--- config.mk ---
export PLATFORM = sky130hd
export DESIGN_NAME = keypad_scanner_flat
export DESIGN_NICKNAME = d
export VERILOG_FILES = /design/src/rtl/keypad_pkg.sv /design/src/rtl/keypad_scanner_if.sv /design/src/rtl/keypad_row_sync.sv /design/src/rtl/keypad_scanner.sv /design/src/flat_wrapper.sv
export SDC_FILE = /design/constraint.sdc
export NUM_CORES = 1
export LEC_CHECK = 0
export CORE_ASPECT_RATIO = 0.75
export CORE_MARGIN = 5
export CORE_UTILIZATION = 40
export CTS_CLUSTER_DIAMETER = 60
export DETAILED_ROUTE_END_ITERATION = 8
export SYNTH_ARGS = -nofsm -noshare
export SYNTH_HDL_FRONTEND = slang
export SYNTH_SLANG_ARGS = --single-unit
--- constraint.sdc ---
create_clock -name clk -period 8.15 [get_ports clk]
set_input_delay 0.815 -clock clk [delete_from_list [all_inputs] [get_ports clk]]
set_output_delay 0.815 -clock clk [all_outputs]
set_load 0.01 [all_outputs]
--- src/rtl/keypad_pkg.sv ---
// Shared types and constants for the 4x4 keypad scanner.
package keypad_pkg;

  localparam int KEY_W    = 16;
  localparam int NUM_ROWS = 4;
  localparam int NUM_COLS = 4;

  // Encoding 2'd3 is deliberately unused; the FSM recovers to SCAN from it.
  typedef enum logic [1:0] {
    SCAN         = 2'd0,
    DEBOUNCE     = 2'd1,
    WAIT_RELEASE = 2'd2
  } scan_state_t;

  // Processor-facing key word: upper bits zero, then row, then column.
  function automatic logic [KEY_W-1:0] pack_key(input logic [1:0] row,
                                                input logic [1:0] col);
    return {12'h000, row, col};
  endfunction

endpackage

--- src/rtl/keypad_scanner_if.sv ---
// Key handshake between the scanner (master) and the processor side (slave).
interface keypad_scanner_if;
  import keypad_pkg::*;

  logic [KEY_W-1:0] key_code;
  logic             key_valid;
  logic             key_ack;
  logic             overrun;

  modport master (
    output key_code,
    output key_valid,
    output overrun,
    input  key_ack
  );

  modport slave (
    input  key_code,
    input  key_valid,
    input  overrun,
    output key_ack
  );

endinterface

--- src/rtl/keypad_row_sync.sv ---
// Two-flop synchroniser for the asynchronous keypad row returns.
// Resets to all ones so no row looks pressed coming out of reset.
module keypad_row_sync
  import keypad_pkg::*;
(
  input  logic                clk,
  input  logic                rst,
  input  logic [NUM_ROWS-1:0] row_n,
  output logic [NUM_ROWS-1:0] rs
);

  for (genvar gi = 0; gi < NUM_ROWS; gi++) begin : g_bit
    logic meta_reg;
    logic sync_reg;

    // Capture the raw pin, then re-register to resolve metastability.
    always_ff @(posedge clk or posedge rst) begin
      if (rst) begin
        meta_reg <= 1'b1;
        sync_reg <= 1'b1;
      end else begin
        meta_reg <= row_n[gi];
        sync_reg <= meta_reg;
      end
    end

    assign rs[gi] = sync_reg;
  end

endmodule

--- src/rtl/keypad_scanner.sv ---
// 4x4 matrix keypad scanner: rotates the column drive, debounces a single
// pressed row, rejects ghost/multi-key patterns and holds one key code under
// a valid/ack handshake. A held key commits once; it must be released for a
// full debounce interval before it can commit again.
module keypad_scanner
  import keypad_pkg::*;
#(
  parameter int SCAN_DIV        = 1000,
  parameter int DEBOUNCE_CYCLES = 20000
) (
  input  logic                 clk,
  input  logic                 rst,
  input  logic [NUM_ROWS-1:0]  row_n,
  output logic [NUM_COLS-1:0]  col_n,
  output logic [1:0]           scan_state,
  keypad_scanner_if.master     kif
);

  localparam int SLOT_W = (SCAN_DIV > 1) ? $clog2(SCAN_DIV) : 1;
  localparam int DEB_W  = (DEBOUNCE_CYCLES > 1) ? $clog2(DEBOUNCE_CYCLES) : 1;
  localparam logic [SLOT_W-1:0] SLOT_LAST = SLOT_W'(SCAN_DIV - 1);
  localparam logic [DEB_W-1:0]  DEB_LAST  = DEB_W'(DEBOUNCE_CYCLES - 1);

  logic [NUM_ROWS-1:0] rs;

  scan_state_t         state_reg,    state_next;
  logic [1:0]          col_reg,      col_next;
  logic [1:0]          cand_row_reg, cand_row_next;
  logic [SLOT_W-1:0]   slot_cnt_reg, slot_cnt_next;
  logic [DEB_W-1:0]    deb_cnt_reg,  deb_cnt_next;
  logic [KEY_W-1:0]    key_code_reg, key_code_next;
  logic                key_valid_reg, key_valid_next;
  logic                overrun_reg,  overrun_next;

  logic [2:0]          low_cnt;
  logic [1:0]          low_idx;
  logic                cand_match;
  logic                commit;

  keypad_row_sync u_row_sync (
    .clk   (clk),
    .rst   (rst),
    .row_n (row_n),
    .rs    (rs)
  );

  // Count low rows and remember which one, to tell a single key from a ghost.
  always_comb begin
    low_cnt = 3'd0;
    low_idx = 2'd0;
    for (int i = 0; i < NUM_ROWS; i++) begin
      if (!rs[i]) begin
        low_cnt = low_cnt + 3'd1;
        low_idx = 2'(i);
      end
    end
  end

  // True only when exactly the candidate row is low.
  assign cand_match = (rs == ~(NUM_ROWS'(1) << cand_row_reg));

  // Next-state, counters, commit and handshake.
  always_comb begin
    state_next     = state_reg;
    col_next       = col_reg;
    cand_row_next  = cand_row_reg;
    slot_cnt_next  = slot_cnt_reg;
    deb_cnt_next   = deb_cnt_reg;
    key_code_next  = key_code_reg;
    key_valid_next = key_valid_reg;
    overrun_next   = overrun_reg;
    commit         = 1'b0;

    case (state_reg)
      SCAN: begin
        if (slot_cnt_reg == SLOT_LAST) begin
          slot_cnt_next = '0;
          if (low_cnt == 3'd1) begin
            cand_row_next = low_idx;
            deb_cnt_next  = '0;
            state_next    = DEBOUNCE;
          end else begin
            col_next = col_reg + 2'd1;
          end
        end else begin
          slot_cnt_next = slot_cnt_reg + SLOT_W'(1);
        end
      end

      DEBOUNCE: begin
        if (cand_match) begin
          if (deb_cnt_reg == DEB_LAST) begin
            commit       = 1'b1;
            deb_cnt_next = '0;
            state_next   = WAIT_RELEASE;
          end else begin
            deb_cnt_next = deb_cnt_reg + DEB_W'(1);
          end
        end else begin
          deb_cnt_next  = '0;
          slot_cnt_next = '0;
          col_next      = col_reg + 2'd1;
          state_next    = SCAN;
        end
      end

      WAIT_RELEASE: begin
        if (rs == '1) begin
          if (deb_cnt_reg == DEB_LAST) begin
            deb_cnt_next  = '0;
            slot_cnt_next = '0;
            col_next      = col_reg + 2'd1;
            state_next    = SCAN;
          end else begin
            deb_cnt_next = deb_cnt_reg + DEB_W'(1);
          end
        end else begin
          deb_cnt_next = '0;
        end
      end

      default: begin
        deb_cnt_next  = '0;
        slot_cnt_next = '0;
        state_next    = SCAN;
      end
    endcase

    // Consume: ack only counts while a key is actually pending.
    if (kif.key_ack && key_valid_reg) begin
      key_valid_next = 1'b0;
      overrun_next   = 1'b0;
    end

    // A commit coinciding with ack replaces the consumed key.
    if (commit) begin
      if (!key_valid_reg || kif.key_ack) begin
        key_code_next  = pack_key(cand_row_reg, col_reg);
        key_valid_next = 1'b1;
      end else begin
        overrun_next = 1'b1;
      end
    end
  end

  // State and datapath registers.
  always_ff @(posedge clk or posedge rst) begin
    if (rst) begin
      state_reg     <= SCAN;
      col_reg       <= 2'd0;
      cand_row_reg  <= 2'd0;
      slot_cnt_reg  <= '0;
      deb_cnt_reg   <= '0;
      key_code_reg  <= '0;
      key_valid_reg <= 1'b0;
      overrun_reg   <= 1'b0;
    end else begin
      state_reg     <= state_next;
      col_reg       <= col_next;
      cand_row_reg  <= cand_row_next;
      slot_cnt_reg  <= slot_cnt_next;
      deb_cnt_reg   <= deb_cnt_next;
      key_code_reg  <= key_code_next;
      key_valid_reg <= key_valid_next;
      overrun_reg   <= overrun_next;
    end
  end

  assign col_n         = ~(NUM_COLS'(1) << col_reg);
  assign scan_state    = state_reg;
  assign kif.key_code  = key_code_reg;
  assign kif.key_valid = key_valid_reg;
  assign kif.overrun   = overrun_reg;

endmodule

--- src/flat_wrapper.sv ---
// flat-port wrapper written by rule: the top's interface ports become plain ports
module keypad_scanner_flat import keypad_pkg::*;
#(
  parameter int SCAN_DIV        = 1000,
  parameter int DEBOUNCE_CYCLES = 20000
)
  (clk, rst, row_n, col_n, scan_state, kif_key_code, kif_key_valid, kif_overrun, kif_key_ack);
  keypad_scanner_if kif_i ();
  input  logic clk;
  input  logic rst;
  input  logic [NUM_ROWS-1:0] row_n;
  output logic [NUM_COLS-1:0] col_n;
  output logic [1:0] scan_state;
  output wire logic [$bits(kif_i.key_code)-1:0] kif_key_code;
  output wire logic [$bits(kif_i.key_valid)-1:0] kif_key_valid;
  output wire logic [$bits(kif_i.overrun)-1:0] kif_overrun;
  input wire logic [$bits(kif_i.key_ack)-1:0] kif_key_ack;
  assign kif_key_code = kif_i.key_code;
  assign kif_key_valid = kif_i.key_valid;
  assign kif_overrun = kif_i.overrun;
  assign kif_i.key_ack = kif_key_ack;
  keypad_scanner #(.SCAN_DIV(SCAN_DIV), .DEBOUNCE_CYCLES(DEBOUNCE_CYCLES)) u_core (.clk(clk), .rst(rst), .row_n(row_n), .col_n(col_n), .scan_state(scan_state), .kif(kif_i));
endmodule
==> out/qor.csv, run 1 <==
stage;metric;value;unit
logic_synthesis;synth_cell_type_count;53;
clock_network;cts.clk_slew.worst_paths;0.09;ns
min_path;holdPathStages;0;
clock_network;cts_buffers;5;
worst_setup_path;crit_fanout;14;
status;outcome;finished, final reports clean;
die;num_rows;26;
min_path;hold_path.class;reg -> reg;
clock_network;hold_buffers;0;
place;gp_congestion;0.760;
clock_network;cts_tree;yes;
power;leakagePower;1.25;nW
sta;fin_skew;0.0117;ns
clock_network;h-tree-depth;2;
sta;rsz0062_at_grt;false;
logic_synthesis;synth_ff_type;dfrtp_1;
logic_synthesis;avgSynthCellArea;9.72;um2
worst_setup_path;crit_buf_inv;1;
logic_synthesis;synth_edf_count;0;
logic_synthesis;ys.warnings.count;0;
worst_setup_path;timing.rr.start;u_core.u_row_sync.g_bit[0].sync_reg$_DFF_PP1_;
die;die_h;81.2;um
route;wl;5580;um
worst_setup_path;crit_type;reg -> reg;
sta;final.setup.tns;0;ns
worst_setup_path;cp_slowest_stage_delay;0.68;ns
job;max-cap-violations;0;
place;dp_cells;363;
clock_network;clockRootBuffer;clkbuf_8;
cells_and_area;nets;306;
route;wl_per_cell;15.0;um
worst_setup_path;end_kind;flip-flop;
cells_and_area;final_core_util;0.442;
grt;grt_pass1_wl;9750;um
cells_and_area;syn2layout_area_growth;9.63;%
clock_network;clockBufferDepth;2;
cells_and_area;antenna_cells;0;
route;first_iter_violations;123;
worst_setup_path;cp.required;8.39;ns
grt;grt_max_degree;46;
route;route.vias.total;2087;
worst_setup_path;reg2reg_to;u_core.deb_cnt_reg[3]$_DFFE_PP0P_;
die;die_w;105;um
worst_setup_path;cp_cell_sequence;inv_1, ha_1, xnor2_1, ha_1, o311ai_0, nand4_1, a211oi_4, a221o_1;
logic_synthesis;synth_top_cell_by_area;dfrtp_1;
die;start_util;0.403;
die;core-area;0.00670;mm2
power;ir_drop;0.0601;mV
worst_setup_path;critical_path_arrival;3.44;ns
clock_network;cts_setup_buffers;0;
logic_synthesis;synthArstFlopShare;1.00;
grt;grt_pass1_vias;2021;
grt;grt.total_usage;0.138;
sta;timing.final.crit_share;0.393;
logic_synthesis;synth_area;0.00270;mm2
sta;tightest_slew;0.954;ns
worst_setup_path;crit_top_cell;ha_1;
logic_synthesis;ys_seq_area_frac;0.420;
route;drc;0;
grt;antenna_found_initial;0;
worst_setup_path;slowest_stage;a211oi_4;
place;dp_hpwl;3910;um
worst_setup_path;r2r_cells;8;
route;firstDrtPassIters;4;
worst_setup_path;startpoint_type;flip-flop;
cells_and_area;layout-drive-gt1-share;0.111;
grt;gr-total-overflow;0;
die;dieArea;0.00852;mm2
die;io_pins;31;
cells_and_area;finalNonFillerCells;371;
min_path;hold_start;u_core.u_row_sync.g_bit[3].meta_reg$_DFF_PP1_;
sta;final_hold_viol_count;0;
worst_setup_path;crit_family;compound AO/OA/AOI/OAI gates;
route;drt.antenna.violating_nets;0;
route;vias_per_cell;5.63;
logic_synthesis;yosys_register_bits;45;
logic_synthesis;yosysTopAreaCellShare;0.343;
clock_network;numClockSinks;45;
cells_and_area;largest_register_ffs;15;
worst_setup_path;reg2reg_slack;4.95;ns
clock_network;cts_resized;0;
sta;slew-limit-headroom;0.362;
clock_network;clock_latency;0.30;ns
logic_synthesis;ys_top_cells_by_area;dfrtp_1 (34%), dfstp_2 (7.8%), ha_1 (6.0%);
power;power-per-cell-area;133;mW/mm2
min_path;hold_path_end;u_core.u_row_sync.g_bit[3].sync_reg$_DFF_PP1_;
sta;post-route-min-period;3.20;ns
sta;setup_violations;0;
logic_synthesis;syn_inst;278;
sta;drv_slew;0;
sta;fmax;0.312;GHz
place;portBuffers;18;
## metal layers
metal	vias up	routed length, um	global-route usage
li1	1015	-	-
met1	1015	2870	0.193
met2	55	2400	0.220
met3	2	276	0.0302
met4	0	27	0.0281
met5	-	0	0
## cells in the final DEF, fill, tap and decap left out, types with 9 or more instances in the layout
cell type / n
conb_1: 12
clkdlybuf4s50_1: 18
o31ai_1: 13
inv_1: 17
dfrtp_1: 37
ha_1: 13
nand3_1: 11
a221o_1: 9
nand2_1: 20
nor3_1: 15
nor2_1: 13
## worst max-delay path by stage
stage	start	slack (ns)	cells after the start	to
2_1_floorplan	u_core.u_row_sync.g_bit[0].sync_reg$_DFF_PP1_	5.35	10	u_core.deb_cnt_reg[13]$_DFFE_PP0P_
4_1_cts	u_core.u_row_sync.g_bit[0].sync_reg$_DFF_PP1_	4.99	8	u_core.deb_cnt_reg[8]$_DFFE_PP0P_
6_report	u_core.u_row_sync.g_bit[0].sync_reg$_DFF_PP1_	4.95	8	u_core.deb_cnt_reg[3]$_DFFE_PP0P_
5_1_grt	u_core.u_row_sync.g_bit[0].sync_reg$_DFF_PP1_	4.78	8	u_core.deb_cnt_reg[8]$_DFFE_PP0P_
3_5_place_dp	u_core.u_row_sync.g_bit[0].sync_reg$_DFF_PP1_	5.01	8	u_core.deb_cnt_reg[8]$_DFFE_PP0P_
3_3_place_gp	u_core.u_row_sync.g_bit[0].sync_reg$_DFF_PP1_	5.10	8	u_core.deb_cnt_reg[8]$_DFFE_PP0P_
## synth_stat cells (all sizes together) (2+ instances only)
library cell and count:
and3 7, dfstp 8, o31ai 13, buf 19, o22ai 3, nand2 20, a31oi 4, and2 4
a21oi 3, o32ai 2, a211oi 2, nand2b 2, nand3 11, nor3 15, o311ai 2, xnor2 3
nand3b 5, a221o 9, nor2 13, dfrtp 37, nand4 8, clkbuf 10, a211o 2, ha 13
o21ai 8, or3b 2, a22o 4, inv 18, mux2 9, and4 5
## area by class of cell
class / instances / area, um2
Fill cell: 657 / 3740
Multi-Input combinational cell: 197 / 1370
Sequential cell: 45 / 1140
Tap cell: 84 / 105
Clock buffer: 5 / 68.8
Timing Repair Buffer: 19 / 188
Inverter: 18 / 67.6
Clock inverter: 3 / 25.0
## cell families (layout without fill, tap and decap cells)
group / count (synthesis) / count (layout) / share of synthesized area
buffers and inverters: 47 / 45 / 0.0870
adders and majority gates: 13 / 13 / 0.0602
muxes: 9 / 9 / 0.0375
and+or+nand+nor: 98 / 98 / 0.195
AOI/OAI and AO/OA: 62 / 62 / 0.188
other: 1 / 12 / 0.00139
DFF: 45 / 45 / 0.420
xor gates and xnor gates: 3 / 3 / 0.00972
## per-stage QoR
step | power [mW] | worst slack (ns) | hold slack [ns] | cell area (um2)
4_1_cts | 0.400 | 4.99 | 0.361 | 2960
3_5_place_dp | 0.254 | 5.01 | 0.347 | 2870
3_3_place_gp | 0.253 | 5.10 | 0.347 | 2870
5_1_grt | 0.412 | 4.78 | 0.363 | 2960
6_report | 0.394 | 4.95 | 0.359 | 2960
2_1_floorplan | 0.251 | 5.35 | 0.345 | 2740
## where the power goes
group	total, mW	switching, mW	leakage, nW	internal (mW)
Combinational	0.0195	0.0121	0.624	0.00733
Sequential	0.230	0.00255	0.586	0.227
Clock	0.145	0.0831	0.0447	0.0620
Total	0.394	0.0978	1.25	0.297
Note: power is estimated with default switching activity, not from simulation.
==> inputs of run 2 (changes only) <==
Clock period 8.15 ns to 2.9 ns, I/O delays scaled along.
==> run 2 against run 1 <==
Compared with the run above: worst hold slack worse by 0.14 ns; critical path depth unchanged; combinational power rose to 3.2 times the previous value; sequential share of layout area shrank 1.2 points; die area is the same; global-route usage decreased by 0.24 points; register-to-register slack lost 4.9 ns; first-iteration DRC count rose by 30%; routed wire length rose by 0.14%.
==> out/qor.csv, run 2 (synthesized netlist as in run 1, its figures left out) <==
stage;metric;value;unit;change
clock_network;cts.clk_slew.worst_paths;0.08;ns;about the same
worst_setup_path;r2r_cells;8;;unchanged
die;core-area;0.00670;mm2;unchanged
sta;setup_violations;0;;unchanged
cells_and_area;layout_commonest_cell;dfrtp_1;;
cells_and_area;layout-drive-gt1-share;0.144;;+0.0323
sta;hold_ws;0.224;ns;-0.136 ns
clock_network;clockBufferDepth;2;;unchanged
worst_setup_path;crit_type;reg -> reg;;
cells_and_area;antenna_cells;0;;unchanged
worst_setup_path;slowest_stage;dfstp_2;;
die;die_h;81.2;um;unchanged
sta;timing.final.crit_share;0.967;;+0.575
cells_and_area;largest_register_ffs;15;;unchanged
grt;grt_max_degree;20;;-57%
power;leakagePower;1.31;nW;+4.6%
grt;grt_pass1_vias;1849;;-8.5%
grt;grt.total_usage;0.135;;-0.00242
worst_setup_path;end_kind;flip-flop;;
clock_network;numClockSinks;45;;unchanged
route;vias_per_cell;5.55;;-1.4%
place;detailedPlace.worstSlack;0.0178;ns;-4.99 ns
worst_setup_path;crit_fanout;5;;-9
route;first_iter_violations;160;;+30%
sta;final.setup.tns;0;ns;unchanged
worst_setup_path;cp_cell_sequence;inv_1, ha_1, xnor2_1, ha_1, o311ai_1, a31o_2, a2111oi_2, mux2_2;;
clock_network;clock_latency;0.30;ns;about the same
job;max-cap-violations;0;;unchanged
clock_network;clockRootBuffer;clkbuf_8;;
place;dp_cells;374;;+3.0%
worst_setup_path;cp.required;3.09;ns;-5.30 ns
sta;fmax;0.356;GHz;+14%
grt;gr-total-overflow;0;;unchanged
place;portBuffers;18;;unchanged
route;wl_per_cell;14.6;um;-3.0%
place;dp_hpwl;4060;um;+3.8%
cells_and_area;nets;318;;+3.9%
worst_setup_path;cp_slowest_stage_delay;0.57;ns;-0.11 ns
status;outcome;finished, final reports clean;;
clock_network;cts_buffers;5;;unchanged
place;gp_congestion;0.789;;+3.9%
route;wl;5580;um;+0.14%
power;power-per-cell-area;356;mW/mm2;+170%
route;route.vias.total;2124;;+1.8%
sta;fin_skew;0.00277;ns;-0.00893 ns
clock_network;cts_tree;yes;;
power;finalPower;1.09;mW;+180%
grt;antenna_found_initial;0;;unchanged
cells_and_area;layout_common_cells;dfrtp_1 (37), nand2_1 (20), clkdlybuf4s50_1 (18), inv_1 (17), nor3_1 (15);;
die;dieArea;0.00852;mm2;unchanged
worst_setup_path;cp_num_cells;8;;unchanged
clock_network;h-tree-depth;2;;unchanged
clock_network;hold_buffers;0;;unchanged
die;die_w;105;um;unchanged
cells_and_area;finalNonFillerCells;383;;+3.2%
min_path;hold_path.class;in -> async;;
sta;drv_slew;0;;unchanged
worst_setup_path;critical_path_arrival;3.00;ns;-0.44 ns
sta;tightest_slew;0.573;ns;-0.381 ns
power;ir_drop;0.235;mV;+290%
cells_and_area;syn2layout_area_growth;13.1;%;
die;num_rows;26;;unchanged
route;drt.antenna.violating_nets;0;;unchanged
worst_setup_path;crit_buf_inv;1;;unchanged
worst_setup_path;crit_top_cell;ha_1;;
sta;post-route-min-period;2.81;ns;-0.396 ns
worst_setup_path;startpoint_type;flip-flop;;
route;firstDrtPassIters;5;;+1
sta;slew-limit-headroom;0.618;;+0.256
worst_setup_path;crit_family;compound AO/OA/AOI/OAI gates;;
sta;final_hold_viol_count;0;;unchanged
die;io_pins;31;;unchanged
sta;worst_slack;0.0948;ns;-4.85 ns
route;drc;0;;unchanged
grt;grt_pass1_wl;9390;um;-3.7%
die;start_util;0.403;;unchanged
-- run 2: area by class of cell --
cell class	instances	area [um2]
Multi-Input combinational cell	197	1380
Timing Repair Buffer	31	290
Fill cell	657	3640
Inverter	18	67.6
Sequential cell	45	1140
Clock inverter	1	7.51
Clock buffer	7	76.3
Tap cell	84	105
-- run 2: per-layer routing --
| layer | global-route usage | wire length [um] |
|---|---|---|
| met1 | 0.202 | 2960 |
| met2 | 0.190 | 2250 |
| met3 | 0.0318 | 274 |
| met4 | 0.0460 | 93 |
| met5 | 0 | 0 |
-- run 2: path summary, 6_finish.rpt --
kind / start / slack, ns / to
max: u_core.u_row_sync.g_bit[0].sync_reg$_DFF_PP1_ / 0.09 / u_core.col_reg[1]$_DFFE_PP0P_
min: rst / 0.22 / u_core.slot_cnt_reg[4]$_DFFE_PP0P_
max reg2reg: u_core.u_row_sync.g_bit[0].sync_reg$_DFF_PP1_ / 0.09 / u_core.col_reg[1]$_DFFE_PP0P_
min reg2reg: u_core.u_row_sync.g_bit[1].meta_reg$_DFF_PP1_ / 0.36 / u_core.u_row_sync.g_bit[1].sync_reg$_DFF_PP1_
max in group asynchronous: rst / 2.10 / u_core.u_row_sync.g_bit[3].meta_reg$_DFF_PP1_
min in group clk: u_core.u_row_sync.g_bit[1].meta_reg$_DFF_PP1_ / 0.36 / u_core.u_row_sync.g_bit[1].sync_reg$_DFF_PP1_
-- run 2: where the power goes --
group          internal (mW)  leakage [nW]  switching, mW
Combinational         0.0258         0.688         0.0371
Clock                  0.171        0.0385          0.211
Sequential             0.638         0.586        0.00632
-- run 2: through the flow --
step | util | area (um2)
floorplan | - | 2740
global placement | 0.442 | 2960
detailed placement | 0.442 | 2960
CTS | 0.455 | 3050
global route | 0.456 | 3060
finish | 0.456 | 3060
-- run 2: timing repair --
action | CTS | global route
resized for setup | 1 | 2
setup buffers | 0 | 1
pin swaps | 0 | 1
setup endpoints to repair | 1 | 19
gates cloned | 0 | 0
